--- config.mk ---
export PLATFORM = sky130hd
export DESIGN_NAME = load_store_unit_flat
export DESIGN_NICKNAME = d
export VERILOG_FILES = /design/src/rtl/load_store_unit_pkg.sv /design/src/rtl/load_store_unit_if.sv /design/src/rtl/lsu_lane_align.sv /design/src/rtl/load_store_unit.sv /design/src/flat_wrapper.sv
export SDC_FILE = /design/constraint.sdc
export NUM_CORES = 1
export LEC_CHECK = 0
export BUFFER_PORTS_ARGS = -buffer_cell sky130_fd_sc_hd__buf_4
export CAP_MARGIN = 20
export CORE_MARGIN = 2
export CORE_UTILIZATION = 30
export DETAILED_ROUTE_END_ITERATION = 6
export GPL_ROUTABILITY_DRIVEN = 0
export GPL_TIMING_DRIVEN = 0
export HOLD_SLACK_MARGIN = 0.08
export PLACE_DENSITY_LB_ADDON = 0.12
export SYNTH_ARGS = -nofsm -noshare
export SYNTH_HDL_FRONTEND = slang
export SYNTH_SLANG_ARGS = --single-unit
--- constraint.sdc ---
create_clock -name clk -period 11.6 [get_ports clk]
set_input_delay 0.58 -clock clk [delete_from_list [all_inputs] [get_ports clk]]
set_output_delay 0.58 -clock clk [all_outputs]
set_load 0.1 [all_outputs]
--- src/rtl/load_store_unit_pkg.sv ---
// Shared definitions for the load/store unit: RV32I funct3 codes, FSM states
// and the access legality check used on every accepted request.
package load_store_unit_pkg;

  localparam logic [2:0] F3_LB  = 3'b000;
  localparam logic [2:0] F3_LH  = 3'b001;
  localparam logic [2:0] F3_LW  = 3'b010;
  localparam logic [2:0] F3_LBU = 3'b100;
  localparam logic [2:0] F3_LHU = 3'b101;

  typedef enum logic {
    ST_IDLE   = 1'b0,
    ST_RMW_WR = 1'b1
  } lsu_state_e;

  // Unsigned variants exist only for loads; reserved funct3 codes are always illegal.
  function automatic logic access_err(input logic we, input logic [2:0] f3,
                                      input logic [1:0] lo);
    logic e;
    e = 1'b0;
    case (f3)
      F3_LB:   e = 1'b0;
      F3_LBU:  e = we;
      F3_LH:   e = lo[0];
      F3_LHU:  e = we | lo[0];
      F3_LW:   e = (lo != 2'b00);
      default: e = 1'b1;
    endcase
    return e;
  endfunction

endpackage

--- src/rtl/load_store_unit_if.sv ---
// Request/response channel plus word-memory bus of the load/store unit.
// slave = the LSU itself; master = execute stage and data memory side.
interface load_store_unit_if #(
  parameter int ADDR_W = 32,
  parameter int DATA_W = 32
);
  logic              req_valid;
  logic              req_ready;
  logic              req_we;
  logic [2:0]        req_funct3;
  logic [ADDR_W-1:0] req_addr;
  logic [DATA_W-1:0] req_wdata;
  logic              rsp_valid;
  logic [DATA_W-1:0] rsp_rdata;
  logic              rsp_err;
  logic [ADDR_W-1:0] mem_A;
  logic [DATA_W-1:0] mem_WD;
  logic              mem_WE;
  logic [DATA_W-1:0] mem_RD;

  modport master (
    output req_valid, req_we, req_funct3, req_addr, req_wdata, mem_RD,
    input  req_ready, rsp_valid, rsp_rdata, rsp_err, mem_A, mem_WD, mem_WE
  );

  modport slave (
    input  req_valid, req_we, req_funct3, req_addr, req_wdata, mem_RD,
    output req_ready, rsp_valid, rsp_rdata, rsp_err, mem_A, mem_WD, mem_WE
  );
endinterface

--- src/rtl/lsu_lane_align.sv ---
// Combinational lane logic: little-endian load extract/extend and sub-word
// store merge into an existing memory word.
module lsu_lane_align
  import load_store_unit_pkg::*;
(
  input  logic [31:0] word,
  input  logic [31:0] data,
  input  logic [1:0]  lo,
  input  logic [2:0]  funct3,
  output logic [31:0] load_data,
  output logic [31:0] store_word
);

  logic [31:0] shifted;

  assign shifted = word >> {lo, 3'b000};

  always_comb begin
    load_data = 32'd0;
    case (funct3)
      F3_LB:   load_data = {{24{shifted[7]}}, shifted[7:0]};
      F3_LBU:  load_data = {24'd0, shifted[7:0]};
      F3_LH:   load_data = {{16{shifted[15]}}, shifted[15:0]};
      F3_LHU:  load_data = {16'd0, shifted[15:0]};
      F3_LW:   load_data = word;
      default: load_data = 32'd0;
    endcase
  end

  always_comb begin
    store_word = word;
    case (funct3[1:0])
      2'b00:   store_word[{lo, 3'b000} +: 8]        = data[7:0];
      2'b01:   store_word[{lo[1], 4'b0000} +: 16]  = data[15:0];
      default: store_word = data;
    endcase
  end

endmodule

--- src/rtl/load_store_unit.sv ---
// RV32I load/store master for a word-addressed async-read memory. Loads and sw
// complete in 1 cycle; sb/sh take a 2-cycle read-modify-write with req_ready low.
module load_store_unit
  import load_store_unit_pkg::*;
#(
  parameter int ADDR_W = 32,
  parameter int DATA_W = 32
) (
  input logic               clk,
  input logic               rst,
  load_store_unit_if.slave  bus
);

  lsu_state_e        state, state_nx;
  logic [ADDR_W-1:0] addr_q, cur_addr;
  logic [2:0]        f3_q, sel_f3;
  logic [DATA_W-1:0] wdata_q, old_word_q;
  logic [DATA_W-1:0] sel_word, sel_data, load_data, store_word;
  logic              xfer, err, we_int;
  logic              rsp_valid_q, rsp_err_q;
  logic [DATA_W-1:0] rsp_rdata_q;

  assign bus.req_ready = (state == ST_IDLE);
  assign xfer          = bus.req_valid & (state == ST_IDLE);
  assign err           = access_err(bus.req_we, bus.req_funct3, bus.req_addr[1:0]);

  // In RMW_WR the lane merge runs on the captured request, not the live bus.
  always_comb begin
    cur_addr = bus.req_addr;
    sel_word = bus.mem_RD;
    sel_data = bus.req_wdata;
    sel_f3   = bus.req_funct3;
    if (state == ST_RMW_WR) begin
      cur_addr = addr_q;
      sel_word = old_word_q;
      sel_data = wdata_q;
      sel_f3   = f3_q;
    end
  end

  lsu_lane_align u_align (
    .word       (sel_word),
    .data       (sel_data),
    .lo         (cur_addr[1:0]),
    .funct3     (sel_f3),
    .load_data  (load_data),
    .store_word (store_word)
  );

  assign bus.mem_A  = {cur_addr[ADDR_W-1:2], 2'b00};
  assign bus.mem_WD = store_word;
  assign bus.mem_WE = we_int & ~rst;

  always_comb begin
    state_nx = state;
    we_int   = 1'b0;
    case (state)
      ST_IDLE: begin
        if (xfer && !err && bus.req_we) begin
          if (bus.req_funct3 == F3_LW) we_int   = 1'b1;
          else                         state_nx = ST_RMW_WR;
        end
      end
      ST_RMW_WR: begin
        we_int   = 1'b1;
        state_nx = ST_IDLE;
      end
      default: state_nx = ST_IDLE;
    endcase
  end

  always_ff @(posedge clk) begin
    if (rst) begin
      state       <= ST_IDLE;
      rsp_valid_q <= 1'b0;
      rsp_err_q   <= 1'b0;
      rsp_rdata_q <= '0;
    end else begin
      state       <= state_nx;
      rsp_valid_q <= 1'b0;
      rsp_err_q   <= 1'b0;
      if (state == ST_RMW_WR) begin
        rsp_valid_q <= 1'b1;
        rsp_rdata_q <= '0;
      end else if (xfer) begin
        if (err) begin
          rsp_valid_q <= 1'b1;
          rsp_err_q   <= 1'b1;
          rsp_rdata_q <= '0;
        end else if (!bus.req_we) begin
          rsp_valid_q <= 1'b1;
          rsp_rdata_q <= load_data;
        end else if (bus.req_funct3 == F3_LW) begin
          rsp_valid_q <= 1'b1;
          rsp_rdata_q <= '0;
        end
      end
    end
  end

  // Sub-word store operands; the old word is the memory read in the accept cycle.
  always_ff @(posedge clk) begin
    if (xfer && !err && bus.req_we && bus.req_funct3 != F3_LW) begin
      addr_q     <= bus.req_addr;
      f3_q       <= bus.req_funct3;
      wdata_q    <= bus.req_wdata;
      old_word_q <= bus.mem_RD;
    end
  end

  assign bus.rsp_valid = rsp_valid_q;
  assign bus.rsp_err   = rsp_err_q;
  assign bus.rsp_rdata = rsp_rdata_q;

endmodule

--- src/flat_wrapper.sv ---
// flat-port wrapper written by rule: the top's interface ports become plain ports
module load_store_unit_flat import load_store_unit_pkg::*;
#(
  parameter int ADDR_W = 32,
  parameter int DATA_W = 32
)
  (clk, rst, bus_req_valid, bus_req_we, bus_req_funct3, bus_req_addr, bus_req_wdata, bus_mem_RD, bus_req_ready, bus_rsp_valid, bus_rsp_rdata, bus_rsp_err, bus_mem_A, bus_mem_WD, bus_mem_WE);
  load_store_unit_if #(.ADDR_W(ADDR_W), .DATA_W(DATA_W)) bus_i ();
  input logic clk;
  input logic rst;
  input wire logic [$bits(bus_i.req_valid)-1:0] bus_req_valid;
  input wire logic [$bits(bus_i.req_we)-1:0] bus_req_we;
  input wire logic [$bits(bus_i.req_funct3)-1:0] bus_req_funct3;
  input wire logic [$bits(bus_i.req_addr)-1:0] bus_req_addr;
  input wire logic [$bits(bus_i.req_wdata)-1:0] bus_req_wdata;
  input wire logic [$bits(bus_i.mem_RD)-1:0] bus_mem_RD;
  output wire logic [$bits(bus_i.req_ready)-1:0] bus_req_ready;
  output wire logic [$bits(bus_i.rsp_valid)-1:0] bus_rsp_valid;
  output wire logic [$bits(bus_i.rsp_rdata)-1:0] bus_rsp_rdata;
  output wire logic [$bits(bus_i.rsp_err)-1:0] bus_rsp_err;
  output wire logic [$bits(bus_i.mem_A)-1:0] bus_mem_A;
  output wire logic [$bits(bus_i.mem_WD)-1:0] bus_mem_WD;
  output wire logic [$bits(bus_i.mem_WE)-1:0] bus_mem_WE;
  assign bus_i.req_valid = bus_req_valid;
  assign bus_i.req_we = bus_req_we;
  assign bus_i.req_funct3 = bus_req_funct3;
  assign bus_i.req_addr = bus_req_addr;
  assign bus_i.req_wdata = bus_req_wdata;
  assign bus_i.mem_RD = bus_mem_RD;
  assign bus_req_ready = bus_i.req_ready;
  assign bus_rsp_valid = bus_i.rsp_valid;
  assign bus_rsp_rdata = bus_i.rsp_rdata;
  assign bus_rsp_err = bus_i.rsp_err;
  assign bus_mem_A = bus_i.mem_A;
  assign bus_mem_WD = bus_i.mem_WD;
  assign bus_mem_WE = bus_i.mem_WE;
  load_store_unit #(.ADDR_W(ADDR_W), .DATA_W(DATA_W)) u_core (.clk(clk), .rst(rst), .bus(bus_i));
endmodule
* Word level (Yosys, flattened, before mapping)
Cells that the tools add are included.
Storage, ports and cells: bits of input ports 103, flip-flop bits (word level) 134, output and inout bits 100, logic and storage cells 66
Cells by class: muxes and demuxes 23, shift operators 5, eq/ne operators 11, bitwise gates (word level) 6, $add $sub $neg 2, reductions and logical operators 11
Operator list (count):
- 32-bit 2-to-1 mux | 6
- 32-bit case mux with 5 select lines | 1
- 32-bit bitwise mux | 2
- 32-bit case mux with 2 select lines | 1
- 16-bit by 7-bit variable shift with 32-bit output, first input constant | 1
- 8-bit by 7-bit variable shift with 32-bit output, first input constant | 1
- 16-bit by 7-bit variable part select with 32-bit output | 1
- 8-bit by 7-bit variable part select with 32-bit output | 1
- 32-bit by 5-bit right shift with 16-bit output | 1
- 5-bit negation with 7-bit output | 2
- 3-bit equality test, second input constant | 4
- 1-bit 2-to-1 mux | 9
- 3-bit by 1-bit equality test with 1-bit output, second input constant | 2
- 3-bit by 2-bit equality test with 1-bit output, second input constant | 2
- 3-bit logical NOT | 2
- 1-bit case mux with 5 select lines | 1
- 1-bit case mux with 2 select lines | 2
- 1-bit logical AND | 3
- 3-bit 2-to-1 mux | 1
- 3-bit by 1-bit != test with 1-bit output, second input constant | 1
- 3-bit by 2-bit != test with 1-bit output, second input constant | 1
- 1-bit NOT | 3
- 3-bit OR reduction | 1
- 1-bit AND | 2
- 7 further kinds | 7

* Logic depth before layout (Yosys ltp)
Gate-level depths: netlist of the first run.
depth in word-level cells 8, gate-level depth with buffers 12, gate-level depth less buffers 8

* Hierarchy
A second synthesis of the first run with hierarchy kept.
Second synthesis, totals: cells, all modules 679, area, all modules 7801.2 um^2
By module, submodules not included:
- load_store_unit | area an instance 6159.7 um^2, cells each 450, instances 1
- lsu_lane_align | area an instance 1641.6 um^2, cells each 229, instances 1

* Worst setup path before layout of the first run
Ideal clock, no wire load.
path kind register to register, from reg u_core.state, to reg u_core.addr_q[0], enable pin, required time 11.042 ns, cell stages (with the launch flop) 5, arrival 5.224 ns, slack 5.818 ns, path buffers 1, cells stage by stage dfxtp_1 buf_6 inv_2 nand2_1 nor2_1
On the way: word-level cells in the longest chain between the ends 5
Ends and longest elaborated chain:
- start: declaration | line load_store_unit.sv:14 | lsu_state_e state, state_nx;
- start signal: assignment | line load_store_unit.sv:79 | state <= state_nx;
- 1-bit NOT
- net bus_req_ready | line flat_wrapper.sv:17 | output wire logic [$bits(bus_i.req_ready)-1:0] bus_req_ready;
- 1-bit AND | line load_store_unit.sv:24 | assign xfer = bus.req_valid & (state == ST_IDLE);
- 1-bit logical AND (3 in a row) | line load_store_unit.sv:103 | if (xfer && !err && bus.req_we && bus.req_funct3 != F3_LW) begin
- end signal: assignment | line load_store_unit.sv:104 | addr_q <= bus.req_addr;
- end: declaration | line load_store_unit.sv:15 | logic [ADDR_W-1:0] addr_q, cur_addr;
The timed path passes the listed nets, and every way through them passes these cells. A chain may end at the register's enable or synchronous reset.

* Worst setup path in the final report of the first run
from reg u_core.addr_q[0], to out bus_mem_WD[26]
On the way: word-level cells in the longest chain between the ends 5, elaborated cells on any way between the ends 6, classes of those cells add/sub: 1; shift: 2; mux: 3
Ends and longest elaborated chain:
- 32-bit 2-to-1 mux * | line load_store_unit.sv:33 | if (state == ST_RMW_WR) begin
- 5-bit negation with 7-bit output * | line lsu_lane_align.sv:33 | 2'b00: store_word[{lo, 3'b000} +: 8] = data[7:0];
- 8-bit by 7-bit variable part select with 32-bit output / 8-bit by 7-bit variable shift with 32-bit output (equally long branches) | line lsu_lane_align.sv:33
- 32-bit bitwise mux * | line lsu_lane_align.sv:33
- 32-bit case mux with 2 select lines * | line lsu_lane_align.sv:32 | case (funct3[1:0])
- end: declaration | line flat_wrapper.sv:22 | output wire logic [$bits(bus_i.mem_WD)-1:0] bus_mem_WD;
Mark *: on every way between the ends. The rest lies on a longest branch, timed or not.

==> results.env, run 1 <==
RUN_STATUS='completed'
POWER_REPORT.INTERNAL_TOTAL_uW=920
COUNT_OF_FLIP_FLOPS_WITH_A_BUILT_IN_ENABLE_AFTER_SYNTHESIS=99
ASYNC_RESET_FF_SHARE_PCT=0
PLACEABLECOREAREA_SQ_UM=24300
POSTROUTEWIRELENGTH_UM=26800
SYNTH.YOSYS.SEQ_AREA_SHARE_PCT=49.5
AREA.GROWTH.SYNTH_TO_FINAL_PCT=34.6
YS_TYPES=57
POST-ROUTE-PERIOD-UTIL_PCT=39.6
CTS_HTREE_LEVELS=4
SEQ_POWER_SHARE_PCT=37.0
GLOBAL_ROUTE.USAGE.TOTAL_PCT=20.2
CRITICAL_PATH.ENDPOINT_TYPE='output port'
POWER.IR.VDD_WORST_uV=73.6
UNREPAIRED_SETUP_ENDPOINTS_AFTER_GLOBAL_ROUTING='false'
CPLARGESTDELAYFAMILY='buffers and inverters'
DETAIL_ROUTE.WL_PER_CELL_UM=22.1
CTS_TREE='yes'
CLKLATENCYLATEPIN_NS=0.44
MIN-DELAY-PATH-CLASS='in2reg'
GRT_ANTENNA_BEFORE_REPAIR=1
SYNTHCELLS=653
FINAL.SETUP.TNS_NS=0
SETUP.WORST_PATH.START_CLASS='register'
FLOORPLAN.DIE_AREA_SQ_UM=26000
DRT_FIRST_ITER_VIOLATIONS=556
WORSTMARGINPINSLEW_NS=0.959
TRITONCTS.NUM_BUFFERS=17
SLOWEST_DELAY_NS=0.55
SYN_AREA_PER_CELL_SQ_UM=11.4
CLKSLEWWORSTSETUPHOLDPATHS_NS=0.07
POST_CTS_RESIZE_COUNT=0
NUMBER_OF_MAX_CAP_VIOLATIONS=0
PORT-BUFFER-COUNT=200
POWER_FRAC_COMB_PCT=24.5
SETUP-VIOLATIONS-FINAL=0
REMAINING_DRC_ERRORS=0
WORST_SLEW_MARGIN_REL_PCT=35.9
CRITICAL_PATH.CELL_CHAIN='mux2i_1 > buf_4 > clkbuf_1 > ha_1 > or4_1 > clkbuf_1 > o22ai_1 > nand2_1 > a31oi_1 > buf_4'
FMAX_MHz=218
GRT_PASS1_VIAS=6241
ARRIVAL_NS=4.01
SYNTH_AREA_SQ_UM=7420
DPL_WORST_SLACK_NS=7.08
CTS.REPAIR_TIMING.SETUP_BUFFER_COUNT=0
P_SW_SHARE_PCT=35.2
POWER.SHARE.CLOCK_PCT=38.5
PLACE_HPWL_UM=20300
IO_PINS=203
DIEWIDTH_UM=161
GRT_MAX_DEGREE=31
ROUTE.DETAILED.VIAS_PER_INST=5.35
CLOCK_TREE.ROOT_CELL='sky130_fd_sc_hd__clkbuf_16'
VIAS_AFTER_DETAILED_ROUTING=6493
FINALCLOCKSKEW_NS=0.0127
POWER.DENSITY_CELL_AREA_nW_PER_UM2=142
HOLD_PATH_DEPTH=1
SYNTH_FF_TYPE='sky130_fd_sc_hd__edfxtp_1'
DRT_PASS1_ITERATIONS=5
DIE_HEIGHT_UM=161
CP.BUFFERS_INVERTERS=4
SETUP.WORST_PATH.CLASS='reg2out'
POSTCTSHOLDBUFS=0
FINALPOWER_uW=1420
LAYOUT.NETS=984
TIMING.FINAL.CRIT_PERIOD_NS=4.59
SWITCHING_POWER_uW=500
HOLD_VIOL_FINAL=0
GRT.OVERFLOW.TOTAL=0
PLACEMENT_ROWS=57
CTS.SINKS=134
LEAKAGEPOWER_uW=0.00359
FINAL_MAX_SLEW_VIOL_COUNT=0
FIRST_PASS_GRT_WIRE_LENGTH_UM=39200
CRIT_PATH_TOP_DELAY_CELL='sky130_fd_sc_hd__or4_1'
SYNTH_WARNINGS=0
FIN_AREA_SQ_UM=9990
RATIO_OF_CELLS_WITH_DRIVE_ABOVE_1_IN_THE_FINAL_LAYOUT_PCT=39.4
CRITPATHREQUIREDTIME_NS=11.02
POSTROUTEANTENNANETS=0
INITIAL_CORE_UTIL_PCT=30.5
CLOCK_PATH_BUFFERS=2
FLOPS_LATCHES_SYNTH=134
CELL_COUNT_ALONG_THE_CRITICAL_PATH=10
POST-ROUTE-WORST-SETUP-SLACK_NS=7.01
REG2REGPATHDEPTH=6
PLACEDINSTANCEAREA_SQ_UM=9400
CRIT_FANOUT=12
state kept, by name (all words and copies together) (netlist names):
signal,flops
u_core.f3_q,3
u_core.wdata_q,32
u_core.state,1
u_core.bus.rsp_rdata,32
u_core.bus.rsp_valid,1
u_core.addr_q,32
u_core.bus.rsp_err,1
u_core.old_word_q,32
metrics by stage:
stage                     hold slack, ns  std cells  util [%]
after floorplan                    0.649        654         -
after global placement             0.460       1178      38.4
after detailed placement           0.456       1181      38.7
after CTS                          0.310       1213      41.1
after global routing               0.304       1213      41.1
final                              0.320       1214      41.1
Yosys cell counts, types with 4 or more instances:
library cell	instances	area [sq um]
sky130_fd_sc_hd__nand3_1	12	60.1
sky130_fd_sc_hd__buf_6	6	67.6
sky130_fd_sc_hd__dfxtp_1	35	701
sky130_fd_sc_hd__o221ai_1	10	87.6
sky130_fd_sc_hd__o211ai_1	4	30.0
sky130_fd_sc_hd__inv_1	12	45.0
sky130_fd_sc_hd__mux2i_1	59	591
sky130_fd_sc_hd__mux2_2	56	631
sky130_fd_sc_hd__a21oi_1	61	305
sky130_fd_sc_hd__clkbuf_1	22	82.6
sky130_fd_sc_hd__nor3_1	4	20.0
sky130_fd_sc_hd__ha_1	5	62.6
sky130_fd_sc_hd__a211oi_1	30	225
sky130_fd_sc_hd__a211o_1	5	43.8
sky130_fd_sc_hd__a211oi_2	10	125
sky130_fd_sc_hd__nor2_1	47	176
sky130_fd_sc_hd__nand2_1	23	86.3
sky130_fd_sc_hd__buf_4	9	67.6
sky130_fd_sc_hd__edfxtp_1	99	2970
sky130_fd_sc_hd__o22ai_1	29	181
sky130_fd_sc_hd__a311oi_1	7	61.3
sky130_fd_sc_hd__o21ai_0	17	85.1
sky130_fd_sc_hd__a22oi_1	24	180
sky130_fd_sc_hd__buf_2	16	80.1
area by class of cell:
cell class / instances / area [sq um]
fillers: 2394 / 14300
flip-flops and latches: 134 / 3670
multi-input cells: 451 / 3400
repair buffers: 203 / 1570
clock buffers: 20 / 479
well taps: 324 / 405
plain buffers: 55 / 305
clock inverters: 12 / 103
inverters: 14 / 52.6
diodes: 1 / 2.50
power by group through the flow:
stage                     Clock (uW)  Sequential, uW  Combinational, uW
final                            547             525                348
after global routing             574             525                362
after CTS                        555             525                347
after detailed placement           0             536                346
after global placement             0             537                344
after floorplan                    0             548                229
routing by layer:
layer / vias to the layer above / global-route usage (%) / routed length, um
met5: - / 0 / 0
met4: 0 / 4.75 / 334
met2: 231 / 32.5 / 12600
li1: 3004 / - / -
met3: 25 / 3.93 / 1440
met1: 3233 / 28.1 / 12400
final timing paths:
kind / start / to / slack [ns]
min reg2reg: u_core.bus.rsp_rdata[7]$_SDFFE_PP0P_ / u_core.bus.rsp_rdata[7]$_SDFFE_PP0P_ / 0.46
min: bus_req_addr[23] / u_core.addr_q[23]$_DFFE_PP_ / 0.32
max reg2reg: u_core.state$_SDFF_PP0_ / u_core.wdata_q[2]$_DFFE_PP_ / 9.24
max: u_core.addr_q[0]$_DFFE_PP_ / bus_mem_WD[26] / 7.01
layout by cell type (no fill, tap or decap), types with 4 or more instances in the layout:
master,netlist,final
sky130_fd_sc_hd__a211o_1,5,5
sky130_fd_sc_hd__a211oi_1,30,30
sky130_fd_sc_hd__a211oi_2,10,10
sky130_fd_sc_hd__a21oi_1,61,61
sky130_fd_sc_hd__a22oi_1,24,24
sky130_fd_sc_hd__a311oi_1,7,7
sky130_fd_sc_hd__buf_2,16,16
sky130_fd_sc_hd__buf_4,9,209
sky130_fd_sc_hd__buf_6,6,6
sky130_fd_sc_hd__clkbuf_1,22,23
sky130_fd_sc_hd__clkbuf_16,0,19
sky130_fd_sc_hd__dfxtp_1,35,35
sky130_fd_sc_hd__edfxtp_1,99,99
sky130_fd_sc_hd__ha_1,5,5
sky130_fd_sc_hd__inv_1,12,12
sky130_fd_sc_hd__inv_6,0,7
sky130_fd_sc_hd__mux2_2,56,56
sky130_fd_sc_hd__mux2i_1,59,59
sky130_fd_sc_hd__nand2_1,23,23
sky130_fd_sc_hd__nand3_1,12,12
sky130_fd_sc_hd__nor2_1,47,46
sky130_fd_sc_hd__nor3_1,4,4
sky130_fd_sc_hd__o211ai_1,4,4
sky130_fd_sc_hd__o21ai_0,17,17
sky130_fd_sc_hd__o221ai_1,10,10
sky130_fd_sc_hd__o22ai_1,29,29
cell families (layout without fill, tap and decap cells):
family | count (synthesis) | count (layout) | synth area share, %
fa+ha+maj | 5 | 5 | 0.843
flops | 134 | 134 | 49.5
other cells | 1 | 3 | 0.0506
buf+inv | 69 | 304 | 4.82
compound gates | 217 | 217 | 20.6
simple gates | 110 | 110 | 7.19
mux | 117 | 117 | 17.0
No activity file was read; power rests on OpenSTA's default activity.
==> inputs of run 2 (changes only) <==
clock period = 4.53 ns   (was 11.6 ns; I/O delays follow)
==> run 2 against run 1 <==
  * Clock power rose to 2.8 times the previous value
  * Sequential power rose to 2.6 times the previous value
  * Die area unchanged
  * Critical path depth increased by 3
  * Highest routed layer unchanged
  * Hold slack got worse by 0.22 ns
  * Critical path type is now in2out
  * Combinational power grew to 2.8 times the previous value
==> results.env, run 2 (synthesis results as in run 1) <==
CLKSLEWWORSTSETUPHOLDPATHS_NS=0.06
FINAL_CORE_UTIL_PCT=45.3
ROUTE.DETAILED.VIAS_PER_INST=5.26
FILLERINSTANCES=2331
WORST_SETUP_PATH_STARTPOINT='bus_req_addr[0]'
FINALCLOCKSKEW_NS=0.0107
CRITICAL_PATH.ENDPOINT_TYPE='output port'
GRT.OVERFLOW.TOTAL=0
CTS_TREE='yes'
CTS.REPAIR_TIMING.SETUP_BUFFER_COUNT=0
PORT-BUFFER-COUNT=200
PLACEDINSTANCEAREA_SQ_UM=9400
CTS_HTREE_LEVELS=4
PLACE_HPWL_UM=20100
GRT_PASS1_VIAS=6727
IO_PINS=203
VIAS_AFTER_DETAILED_ROUTING=6903
POWER.IR.VDD_WORST_uV=218
TIMING.FINAL.CRIT_PERIOD_NS=4.20
WORST_SLEW_MARGIN_REL_PCT=49.9
SETUP-VIOLATIONS-FINAL=0
CRIT_PATH_TOP_DELAY_CELL='sky130_fd_sc_hd__dlygate4sd3_1'
GRT_ANTENNA_BEFORE_REPAIR=0
MOSTFREQUENTLAYOUTCELLS='sky130_fd_sc_hd__buf_4 (209), sky130_fd_sc_hd__dlygate4sd3_1 (100), sky130_fd_sc_hd__edfxtp_1 (99)'
SETUP.WORST_PATH.CLASS='in2out'
NUMBER_OF_DIODES=0
CPLARGESTDELAYFAMILY='buffers and inverters'
UNREPAIRED_SETUP_ENDPOINTS_AFTER_GLOBAL_ROUTING='false'
INITIAL_CORE_UTIL_PCT=30.5
DRT_FIRST_ITER_VIOLATIONS=638
CLKLATENCYLATEPIN_NS=0.44
CLOCK_TREE.ROOT_CELL='sky130_fd_sc_hd__clkbuf_16'
NUMBER_OF_MAX_CAP_VIOLATIONS=0
RATIO_OF_CELLS_WITH_DRIVE_ABOVE_1_IN_THE_FINAL_LAYOUT_PCT=35.4
POSTROUTEWIRELENGTH_UM=27600
MULTIINPUTGATEAREA_SQ_UM=3400
GLOBAL_ROUTE.USAGE.TOTAL_PCT=21.0
PLACEMENT_ROWS=57
FMAX_MHz=238
CRITPATHREQUIREDTIME_NS=4.30
CP.BUFFERS_INVERTERS=7
FIRST_PASS_GRT_WIRE_LENGTH_UM=41000
PLACEABLECOREAREA_SQ_UM=24300
CTS.SINKS=134
FINAL_COMMON_CELL='sky130_fd_sc_hd__buf_4'
REMAINING_DRC_ERRORS=0
WORSTMARGINPINSLEW_NS=0.746
POST-ROUTE-PERIOD-UTIL_PCT=92.7
TRITONCTS.NUM_BUFFERS=17
FIN_AREA_SQ_UM=11000
AREA.GROWTH.SYNTH_TO_FINAL_PCT=48.7
FINAL_MAX_SLEW_VIOL_COUNT=0
CRITICAL_PATH.CELL_CHAIN='dlygate4sd3_1 > buf_4 > buf_2 > mux2i_1 > buf_4 > clkbuf_2 > ha_1 > clkbuf_1 > nand4b_1 > o22ai_1 > a21oi_1 > o21ai_0 > buf_4'
MIN-DELAY-PATH-CLASS='in2reg'
FINAL.SETUP.TNS_NS=0
DIEWIDTH_UM=161
GRT_MAX_DEGREE=30
DETAIL_ROUTE.WL_PER_CELL_UM=21.0
AREA.SEQUENTIAL_SQ_UM=3670
CRIT_FANOUT=12
HOLD_SLACK_NS=0.103
SETUP.WORST_PATH.START_CLASS='input port'
POSTROUTEANTENNANETS=0
SLOWEST_DELAY_NS=0.54
DIE_HEIGHT_UM=161
DRT_PASS1_ITERATIONS=5
HOLD_VIOL_FINAL=0
ARRIVAL_NS=3.97
HP-START='bus_req_we'
R2R_START='u_core.state$_SDFF_PP0_'
POWER.DENSITY_CELL_AREA_nW_PER_UM2=347
CLOCK_PATH_BUFFERS=2
CRIT_PATH_FREQUENT_CELL='sky130_fd_sc_hd__buf_4'
RUN_STATUS='completed'
LAYOUT.NETS=1084
LEAKAGEPOWER_uW=0.00401
FLOORPLAN.DIE_AREA_SQ_UM=26000
==> run 2: cell types whose count changed in the layout (fill, tap and decap cells not counted), sizes merged <==
cell         before  now
dlygate4sd3       0  100
inv              24   17
bufinv            0    4
clkinv            1    4
clkbuf           42   40
clkinvlp          1    3
diode             1    0
==> run 2: power breakdown <==
group | internal (uW) | total [uW] | switching, uW
combinational | 289 | 963 | 674
sequential | 1340 | 1340 | 7.92
clock | 927 | 1520 | 591
==> run 2: routing by layer <==
| metal | part of all wire (%) | vias up | GRT usage (%) | wire, um |
|---|---|---|---|---|
| met5 | 0 | - | 0 | 0 |
| met4 | 1.8 | 0 | 5.60 | 498 |
| met3 | 6.0 | 32 | 3.85 | 1650 |
| met2 | 47 | 282 | 33.9 | 13100 |
| met1 | 45 | 3384 | 28.9 | 12300 |
| li1 | - | 3205 | - | - |
==> run 2: timing repair <==
item,in CTS,in global routing
hold buffers,100,0
endpoints found under the setup margin,0,8
gates resized for setup,0,2
hold endpoints to repair,102,0
==> run 2: final timing paths <==
check | endpoint | cells past startpoint | slack (ns)
setup / recovery | bus_mem_WD[16] | 13 | 0.33
hold / removal | u_core.bus.rsp_err$_SDFF_PP0_ | 3 | 0.10
setup reg to reg | u_core.old_word_q[19]$_DFFE_PP_ | 7 | 2.09
hold reg to reg | u_core.bus.rsp_rdata[7]$_SDFFE_PP0P_ | 2 | 0.47
==> run 2: cell type report <==
type / instances / share of cell area, %
buffer: 55 / 2.78
timing repair buffer: 303 / 23.2
tap: 324 / 3.68
multi-input combinational: 451 / 30.8
inverter: 14 / 0.477
clock buffer: 18 / 3.89
clock inverter: 14 / 1.80
sequential: 134 / 33.3
==> run 2: per-stage QoR <==
stage,setup WS [ns],instances,total power (uW)
6_report,0.329,1313,3830
5_1_grt,0.112,1313,3930
4_1_cts,0.186,1313,3840
3_5_place_dp,0.768,1181,2260
3_3_place_gp,-0.989,1178,2250
2_1_floorplan,0.198,654,1990
==> run 2: worst min-delay path, stage by stage <==
cell and delay, ns:
sky130_fd_sc_hd__buf_4 0.13, sky130_fd_sc_hd__nand2_1 0.05, sky130_fd_sc_hd__a2111oi_0 0.08
